<file path="src/rtl/regfile_pkg.sv">
// rtl/regfile_pkg.sv - shared widths and index helpers for the register file scheduler
package regfile_pkg;

    localparam int ONEHOT_MAX = 256;

    // Index width never collapses to zero, even for a single register or port.
    function automatic int addr_width(input int n);
        return (n > 1) ? $clog2(n) : 1;
    endfunction

    function automatic logic [ONEHOT_MAX-1:0] to_onehot(input logic [31:0] idx);
        logic [ONEHOT_MAX-1:0] oh;
        oh = '0;
        oh[idx[7:0]] = 1'b1;
        return oh;
    endfunction

    function automatic int lane_lo(input int lane, input int width);
        return lane * width;
    endfunction

endpackage

</file>
<file path="src/rtl/regfile_access_scheduler_if.sv">
// rtl/regfile_access_scheduler_if.sv - client request/response and register file bus bundle
interface regfile_access_scheduler_if
    import regfile_pkg::*;
#(
    parameter int DATA_WIDTH       = 32,
    parameter int NUM_REGISTERS    = 3,
    parameter int READ_WRITE_PORTS = 2
) ();
    localparam int P  = READ_WRITE_PORTS;
    localparam int AW = addr_width(NUM_REGISTERS);

    logic [P-1:0]               req_valid_i;
    logic [P-1:0]               req_ready_o;
    logic [P-1:0]               req_write_i;
    logic [P*AW-1:0]            req_addr_i;
    logic [P*DATA_WIDTH-1:0]    req_data_i;
    logic [P-1:0]               rsp_valid_o;
    logic [P*DATA_WIDTH-1:0]    rsp_data_o;
    logic [P-1:0]               rsp_err_o;
    logic [NUM_REGISTERS*P-1:0] register_select_o;
    logic [DATA_WIDTH*P-1:0]    data_o;
    logic [P-1:0]               write_select_o;
    logic [DATA_WIDTH*P-1:0]    rf_data_i;

    modport slave (
        input  req_valid_i, req_write_i, req_addr_i, req_data_i, rf_data_i,
        output req_ready_o, rsp_valid_o, rsp_data_o, rsp_err_o,
               register_select_o, data_o, write_select_o
    );

    modport master (
        output req_valid_i, req_write_i, req_addr_i, req_data_i, rf_data_i,
        input  req_ready_o, rsp_valid_o, rsp_data_o, rsp_err_o,
               register_select_o, data_o, write_select_o
    );

endinterface

</file>
<file path="src/rtl/rr_conflict_arbiter.sv">
// rtl/rr_conflict_arbiter.sv - combinational same-index hazard resolution with round-robin write priority
module rr_conflict_arbiter
    import regfile_pkg::*;
#(
    parameter int NUM_REGISTERS    = 3,
    parameter int READ_WRITE_PORTS = 2,
    localparam int AW = addr_width(NUM_REGISTERS),
    localparam int PW = addr_width(READ_WRITE_PORTS)
) (
    input  logic [READ_WRITE_PORTS-1:0]    valid_i,
    input  logic [READ_WRITE_PORTS-1:0]    write_i,
    input  logic [READ_WRITE_PORTS*AW-1:0] addr_i,
    input  logic [PW-1:0]                  rr_ptr_i,
    output logic [READ_WRITE_PORTS-1:0]    grant_o,
    output logic                           adv_en_o,
    output logic [PW-1:0]                  adv_ptr_o
);
    localparam int P = READ_WRITE_PORTS;
    localparam logic [AW:0] NR_L = (AW+1)'(NUM_REGISTERS);

    logic [AW-1:0] lane_addr [P];
    logic [P-1:0]  in_range;
    logic [P-1:0]  wr;
    logic [P-1:0]  conflict;

    // Cyclic distance from the pointer; smaller distance wins a write/write tie.
    function automatic int prio(input int port, input int ptr);
        return (port >= ptr) ? port - ptr : port + P - ptr;
    endfunction

    always_comb begin
        for (int j = 0; j < P; j++) begin
            lane_addr[j] = addr_i[j*AW +: AW];
        end
    end

    always_comb begin
        in_range = '0;
        wr       = '0;
        for (int j = 0; j < P; j++) begin
            in_range[j] = ({1'b0, lane_addr[j]} < NR_L);
            wr[j]       = valid_i[j] & write_i[j] & in_range[j];
        end
    end

    always_comb begin
        grant_o  = '1;
        conflict = '0;
        for (int j = 0; j < P; j++) begin
            for (int i = 0; i < P; i++) begin
                if (i != j && wr[i] && valid_i[j] && in_range[j] &&
                    lane_addr[i] == lane_addr[j]) begin
                    if (!write_i[j]) begin
                        grant_o[j] = 1'b0;
                    end else begin
                        conflict[j] = 1'b1;
                        if (prio(i, int'(rr_ptr_i)) < prio(j, int'(rr_ptr_i))) begin
                            grant_o[j] = 1'b0;
                        end
                    end
                end
            end
        end
    end

    // First conflicting write found scanning from the pointer is its group's winner.
    always_comb begin
        adv_en_o  = 1'b0;
        adv_ptr_o = '0;
        for (int k = 0; k < P; k++) begin
            if (!adv_en_o && conflict[(int'(rr_ptr_i) + k) % P]) begin
                adv_en_o  = 1'b1;
                adv_ptr_o = PW'((int'(rr_ptr_i) + k + 1) % P);
            end
        end
    end

endmodule

</file>
<file path="src/rtl/regfile_access_scheduler.sv">
// rtl/regfile_access_scheduler.sv - per-port request front-end driving a multi-port register file
module regfile_access_scheduler
    import regfile_pkg::*;
#(
    parameter int DATA_WIDTH       = 32,
    parameter int NUM_REGISTERS    = 3,
    parameter int READ_WRITE_PORTS = 2
) (
    input  logic                        clk_i,
    input  logic                        reset_n_i,
    regfile_access_scheduler_if.slave   bus
);
    localparam int P  = READ_WRITE_PORTS;
    localparam int DW = DATA_WIDTH;
    localparam int NR = NUM_REGISTERS;
    localparam int AW = addr_width(NR);
    localparam int PW = addr_width(P);
    localparam logic [AW:0] NR_L = (AW+1)'(NR);

    logic [P-1:0]      grant;
    logic [P-1:0]      fire;
    logic              adv_en;
    logic [PW-1:0]     adv_ptr;
    logic [PW-1:0]     rr_ptr;

    logic [NR*P-1:0]   sel_d, sel_q;
    logic [P-1:0]      wstb_d, wstb_q;
    logic [DW*P-1:0]   data_d, data_q;
    logic [P-1:0]      iss_vld_q, iss_err_d, iss_err_q, iss_wr_d, iss_wr_q;
    logic [P-1:0]      rsp_vld_q, rsp_err_q;
    logic [DW*P-1:0]   rsp_data_d, rsp_data_q;
    logic [AW-1:0]     lane_addr;
    logic [ONEHOT_MAX-1:0] oh;

    rr_conflict_arbiter #(
        .NUM_REGISTERS   (NR),
        .READ_WRITE_PORTS(P)
    ) u_arb (
        .valid_i  (bus.req_valid_i),
        .write_i  (bus.req_write_i),
        .addr_i   (bus.req_addr_i),
        .rr_ptr_i (rr_ptr),
        .grant_o  (grant),
        .adv_en_o (adv_en),
        .adv_ptr_o(adv_ptr)
    );

    assign bus.req_ready_o = grant & {P{reset_n_i}};
    assign fire            = bus.req_valid_i & bus.req_ready_o;

    // Out-of-range requests still occupy the pipeline but never touch the file.
    always_comb begin
        sel_d     = '0;
        wstb_d    = '0;
        data_d    = '0;
        iss_err_d = '0;
        iss_wr_d  = '0;
        lane_addr = '0;
        oh        = '0;
        for (int j = 0; j < P; j++) begin
            if (fire[j]) begin
                lane_addr = bus.req_addr_i[lane_lo(j, AW) +: AW];
                data_d[lane_lo(j, DW) +: DW] = bus.req_data_i[lane_lo(j, DW) +: DW];
                iss_wr_d[j] = bus.req_write_i[j];
                if ({1'b0, lane_addr} < NR_L) begin
                    oh = to_onehot(32'(lane_addr));
                    sel_d[lane_lo(j, NR) +: NR] = oh[NR-1:0];
                    wstb_d[j] = bus.req_write_i[j];
                end else begin
                    iss_err_d[j] = 1'b1;
                end
            end
        end
    end

    always_comb begin
        rsp_data_d = '0;
        for (int j = 0; j < P; j++) begin
            if (iss_vld_q[j] && !iss_err_q[j]) begin
                rsp_data_d[lane_lo(j, DW) +: DW] = iss_wr_q[j] ? data_q[lane_lo(j, DW) +: DW]
                                                               : bus.rf_data_i[lane_lo(j, DW) +: DW];
            end
        end
    end

    always_ff @(posedge clk_i or negedge reset_n_i) begin
        if (!reset_n_i) begin
            rr_ptr     <= '0;
            sel_q      <= '0;
            wstb_q     <= '0;
            data_q     <= '0;
            iss_vld_q  <= '0;
            iss_err_q  <= '0;
            iss_wr_q   <= '0;
            rsp_vld_q  <= '0;
            rsp_err_q  <= '0;
            rsp_data_q <= '0;
        end else begin
            if (adv_en) begin
                rr_ptr <= adv_ptr;
            end
            sel_q      <= sel_d;
            wstb_q     <= wstb_d;
            data_q     <= data_d;
            iss_vld_q  <= fire;
            iss_err_q  <= iss_err_d;
            iss_wr_q   <= iss_wr_d;
            rsp_vld_q  <= iss_vld_q;
            rsp_err_q  <= iss_err_q;
            rsp_data_q <= rsp_data_d;
        end
    end

    assign bus.register_select_o = sel_q;
    assign bus.write_select_o    = wstb_q;
    assign bus.data_o            = data_q;
    assign bus.rsp_valid_o       = rsp_vld_q;
    assign bus.rsp_err_o         = rsp_err_q;
    assign bus.rsp_data_o        = rsp_data_q;

endmodule

</file>
<file path="src/flat_wrapper.sv">
// flat-port wrapper written by rule: the top's interface ports become plain ports
module regfile_access_scheduler_flat import regfile_pkg::*;
#(
    parameter int DATA_WIDTH       = 32,
    parameter int NUM_REGISTERS    = 3,
    parameter int READ_WRITE_PORTS = 2
)
  (clk_i, reset_n_i, bus_req_valid_i, bus_req_write_i, bus_req_addr_i, bus_req_data_i, bus_rf_data_i, bus_req_ready_o, bus_rsp_valid_o, bus_rsp_data_o, bus_rsp_err_o, bus_register_select_o, bus_data_o, bus_write_select_o);
  regfile_access_scheduler_if #(.DATA_WIDTH(DATA_WIDTH), .NUM_REGISTERS(NUM_REGISTERS), .READ_WRITE_PORTS(READ_WRITE_PORTS)) bus_i ();
  input  logic clk_i;
  input  logic reset_n_i;
  input wire logic [$bits(bus_i.req_valid_i)-1:0] bus_req_valid_i;
  input wire logic [$bits(bus_i.req_write_i)-1:0] bus_req_write_i;
  input wire logic [$bits(bus_i.req_addr_i)-1:0] bus_req_addr_i;
  input wire logic [$bits(bus_i.req_data_i)-1:0] bus_req_data_i;
  input wire logic [$bits(bus_i.rf_data_i)-1:0] bus_rf_data_i;
  output wire logic [$bits(bus_i.req_ready_o)-1:0] bus_req_ready_o;
  output wire logic [$bits(bus_i.rsp_valid_o)-1:0] bus_rsp_valid_o;
  output wire logic [$bits(bus_i.rsp_data_o)-1:0] bus_rsp_data_o;
  output wire logic [$bits(bus_i.rsp_err_o)-1:0] bus_rsp_err_o;
  output wire logic [$bits(bus_i.register_select_o)-1:0] bus_register_select_o;
  output wire logic [$bits(bus_i.data_o)-1:0] bus_data_o;
  output wire logic [$bits(bus_i.write_select_o)-1:0] bus_write_select_o;
  assign bus_i.req_valid_i = bus_req_valid_i;
  assign bus_i.req_write_i = bus_req_write_i;
  assign bus_i.req_addr_i = bus_req_addr_i;
  assign bus_i.req_data_i = bus_req_data_i;
  assign bus_i.rf_data_i = bus_rf_data_i;
  assign bus_req_ready_o = bus_i.req_ready_o;
  assign bus_rsp_valid_o = bus_i.rsp_valid_o;
  assign bus_rsp_data_o = bus_i.rsp_data_o;
  assign bus_rsp_err_o = bus_i.rsp_err_o;
  assign bus_register_select_o = bus_i.register_select_o;
  assign bus_data_o = bus_i.data_o;
  assign bus_write_select_o = bus_i.write_select_o;
  regfile_access_scheduler #(.DATA_WIDTH(DATA_WIDTH), .NUM_REGISTERS(NUM_REGISTERS), .READ_WRITE_PORTS(READ_WRITE_PORTS)) u_core (.clk_i(clk_i), .reset_n_i(reset_n_i), .bus(bus_i));
endmodule
</file>
<file path="config.mk">
export PLATFORM = sky130hd
export DESIGN_NAME = regfile_access_scheduler_flat
export DESIGN_NICKNAME = d
export VERILOG_FILES = /design/src/rtl/regfile_pkg.sv /design/src/rtl/regfile_access_scheduler_if.sv /design/src/rtl/rr_conflict_arbiter.sv /design/src/rtl/regfile_access_scheduler.sv /design/src/flat_wrapper.sv
export SDC_FILE = /design/constraint.sdc
export NUM_CORES = 1
export LEC_CHECK = 0
export BUFFER_PORTS_ARGS = -buffer_cell sky130_fd_sc_hd__buf_2
export CELL_PAD_IN_SITES_DETAIL_PLACEMENT = 1
export CELL_PAD_IN_SITES_GLOBAL_PLACEMENT = 1
export CORE_ASPECT_RATIO = 0.75
export CORE_MARGIN = 3
export CORE_UTILIZATION = 34
export CTS_CLUSTER_SIZE = 25
export DETAILED_ROUTE_END_ITERATION = 7
export HOLD_SLACK_MARGIN = 0.06
export PLACE_DENSITY_LB_ADDON = 0.1
export SLEW_MARGIN = 30
export SYNTH_ARGS = -nofsm -noshare
export SYNTH_HDL_FRONTEND = slang
export SYNTH_SLANG_ARGS = --single-unit
export TNS_END_PERCENT = 20
</file>
<file path="constraint.sdc">
create_clock -name clk_i -period 1.7 [get_ports clk_i]
set_clock_uncertainty 0.1 [all_clocks]
set_input_delay 0.34 -clock clk_i [delete_from_list [all_inputs] [get_ports clk_i]]
set_output_delay 0.34 -clock clk_i [all_outputs]
set_load 0.01 [all_outputs]
</file>
==> impl_results.md <==
- Final Net Count: 920
- First-pass DRT Iterations: 4
- Core Box Area: around 15,000 um2
- Congestion Overflow GR: 0
- Vias per std cell: 4.40
- Area growth syn-to-layout: 61.4%
- Crit path capture type: primary output
- Crit share post-route: 1.14
- Starting Density: 0.358
- Arrival time at the worst endpoint: 1500 ps
- Placed instance area: 7040 um2
- Peak supply drop: 0.694 mV
- Crit start category: flip-flop
- FP Rows: 38
- Yosys warns: 0
- Detailed Place HPWL: approximately 12 mm
- Cell area after layout: between 8000 and 9000 um2
- Fillers: 1,604
- Layout cell share with drive strength beyond 1: 0.437
- CP max stage cell: dfrtp_1
- Htree depth: 4
- Skew-Pair Late Insertion Delay: 420 ps
- Clock Path Buffers: 2
- Failing checks: negative setup slack
- WS Path Type: flip-flop to primary output
- Pre-CTS setup slack: -249 ps
- Number of buffers added on ports: 279
- Most common cell after layout, fill and taps aside: buf_2
- Status: complete, but fails checks
- DRC viols: 0
- Slowest Stage Delay on Critical Path: between 400 and 500 ps
- FF+latch count, synth: 147
- RSZ-0062 raised after global routing: true
- GPL Wtd Cong: roughly 0.83
- Final WL: 17.2 mm
- Vias in the first global route: 4,869
- Die Span X: 150 um
- Final setup violation count: 2
- Fin. max-slew vios: 0
- HP Class: primary input to flip-flop
- Max Clk Rate: between 500 and 600 MHz
- Design Power: 8.56 mW
- Worst Path Max Fanout: 3
- Initial antenna violation count: 1
- Clock power frac: 0.449
- Full die area: around 17,000 um2
- Syn Area/Cell: about 14 um2
- Worst EP required: 1260 ps
- Final min period: 1940 ps
- Diodes inserted: 0
- Switching Fraction: 0.227
- Non-Filler Instances: approximately 1,000
- Mapped Nets: around 530
- I/O pin cnt: 280
- Fin worst setup slack: -241 ps
- Cells after Synth: 393
- Critical-path cell list: a221o_1 > nor2_2 > nor2b_1 > buf_2
- Pin count of the biggest net entering global routing: 60
- Sequential share of power: 0.434
- Fin. Hold Viols: 0
- Sequential-to-total area share from yosys stat: 0.691
- Average wire per standard cell: 17.3 um
- Global-route wire length before repair: ~26 mm
- CTS buffer count: 17
- Clock sink count: ~150
- Clk root buf: clkbuf_16
- Commonest non-fill, non-tap cells in the layout: buf_2, dfrtp_1, dlygate4sd3_1
- Logic pwr share: 0.116
- Int Power: 6.62 mW
- Max-cap violations: 0
- Power density cells: 997 nW/um2
- Slew margin rel.: 0.512
- CTS tree: built
- P_sw: 1.94 mW
- Die extent in y: 114 um
- GRT Total Usage: 0.204
- Clock slew at reported path FFs: approximately 60 ps
- Drt first-iter violations: 170
- Via count: 4,372
- Synth Cell Area: 5320 um2
- Synth unique cells: 23
- Placed Cells: 870
- LEAKAGE: between 4 and 5 nW
- Routed Antenna Nets: 0
- Worst-margin pin slew: 732 ps
stage by stage:
step	util	hold WS (ps)	TNS, ps
floorplan	-	-55.6	0
global placement	0.473	43.0	-4880
global route	0.577	60.5	-747
CTS	0.576	60.7	-430
detailed placement	0.473	42.7	-9340
finish	0.577	71.9	-406
worst paths after layout:
path | start | endpoint | slack [ps] | cells after the start
min | bus_rf_data_i[31] | u_core.bus.rsp_data_o[31]$_DFF_PN0_ | 70 | 3
min in group asynchronous | reset_n_i | u_core.bus.write_select_o[0]$_DFF_PN0_ | 230 | 2
min reg2reg | u_core.iss_err_q[0]$_DFF_PN0_ | u_core.bus.rsp_err_o[0]$_DFF_PN0_ | 280 | 0
max | u_core.rr_ptr$_DFFE_PN0P_ | bus_req_ready_o[1] | -240 | 4
max reg2reg | u_core.rr_ptr$_DFFE_PN0P_ | u_core.bus.data_o[39]$_DFF_PN0_ | 20 | 5
max in group asynchronous | reset_n_i | u_core.iss_wr_q[1]$_DFF_PN0_ | 270 | 3
worst max-delay path: cells and delay by family (launching register included):
| kind | cells | cell delay [ps] |
|---|---|---|
| buf+inv | 1 | 130 |
| flops | 1 | 410 |
| simple gates | 2 | 180 |
| compound gates | 1 | 360 |
cells in the mapped netlist (all sizes together):
cell type,number,share of area
nand2,5,0.0035
clkbuf,10,0.0071
nor3,5,0.0047
and3b,4,0.0066
a221o,1,0.0019
inv,1,0.00070
nor4,2,0.0024
o311a,1,0.0040
xnor2,2,0.0033
mux2i,64,0.12
nor2b,2,0.0024
nand2b,2,0.0024
xor2,1,0.0016
dfrtp,147,0.69
nand4,1,0.0024
o21ai,1,0.00094
buf,10,0.013
nor2,67,0.047
a21bo,1,0.0019
and2,65,0.081
o21ba,1,0.0019
state kept, by name, summed over array words and instances, names as in the netlist:
register / count
u_core.bus.rsp_data_o: 64
u_core.iss_vld_q: 2
u_core.bus.rsp_valid_o: 2
u_core.iss_wr_q: 2
u_core.iss_err_q: 2
u_core.bus.register_select_o: 6
u_core.bus.data_o: 64
u_core.bus.write_select_o: 2
u_core.rr_ptr: 1
u_core.bus.rsp_err_o: 2
timing repair:
action | in CTS | in global routing
gates resized for setup | 2 | 2
pin swaps | 0 | 1
setup buffers | 0 | 2
setup endpoints to repair | 2 | 2
hold buffers | 91 | 0
endpoints found under the hold margin | 138 | 0
cloned | 0 | 0
per-layer routing:
metal / vias to the layer above / track usage / share of wire
met5: - / 0 / 0.00041
met2: 155 / 0.366 / 0.53
met1: 2139 / 0.232 / 0.38
met3: 29 / 0.0550 / 0.070
met4: 2 / 0.0762 / 0.020
li1: 2047 / - / -
logic make-up (layout without fill, tap and decap cells):
kind of cell	after synthesis	count (layout)	share of synthesized area
muxes	64	64	0.120
and+or+nand+nor	153	153	0.152
DFF	147	147	0.691
AOI/OAI and AO/OA	5	5	0.0106
xor gates and xnor gates	3	3	0.00494
buffers and inverters	21	422	0.0207
power groups by stage:
stage	Combinational [mW]	Clock [mW]	Sequential, mW
2_1_floorplan	0.265	0	3.84
3_3_place_gp	0.785	0	3.77
3_5_place_dp	0.809	0	3.78
4_1_cts	0.983	3.92	3.72
5_1_grt	1.10	4.08	3.73
6_report	0.996	3.85	3.72
cell type report:
type	instances	area, um2	share of cell area
Clock buffer	22	484	0.0564
Clock inverter	9	128	0.0149
Inverter	1	3.75	0.000437
Multi-Input combinational cell	225	1540	0.179
Sequential cell	147	3680	0.429
Tap cell	200	250	0.0291
Timing Repair Buffer	390	2500	0.291
Power figures use the tool's default switching activity.
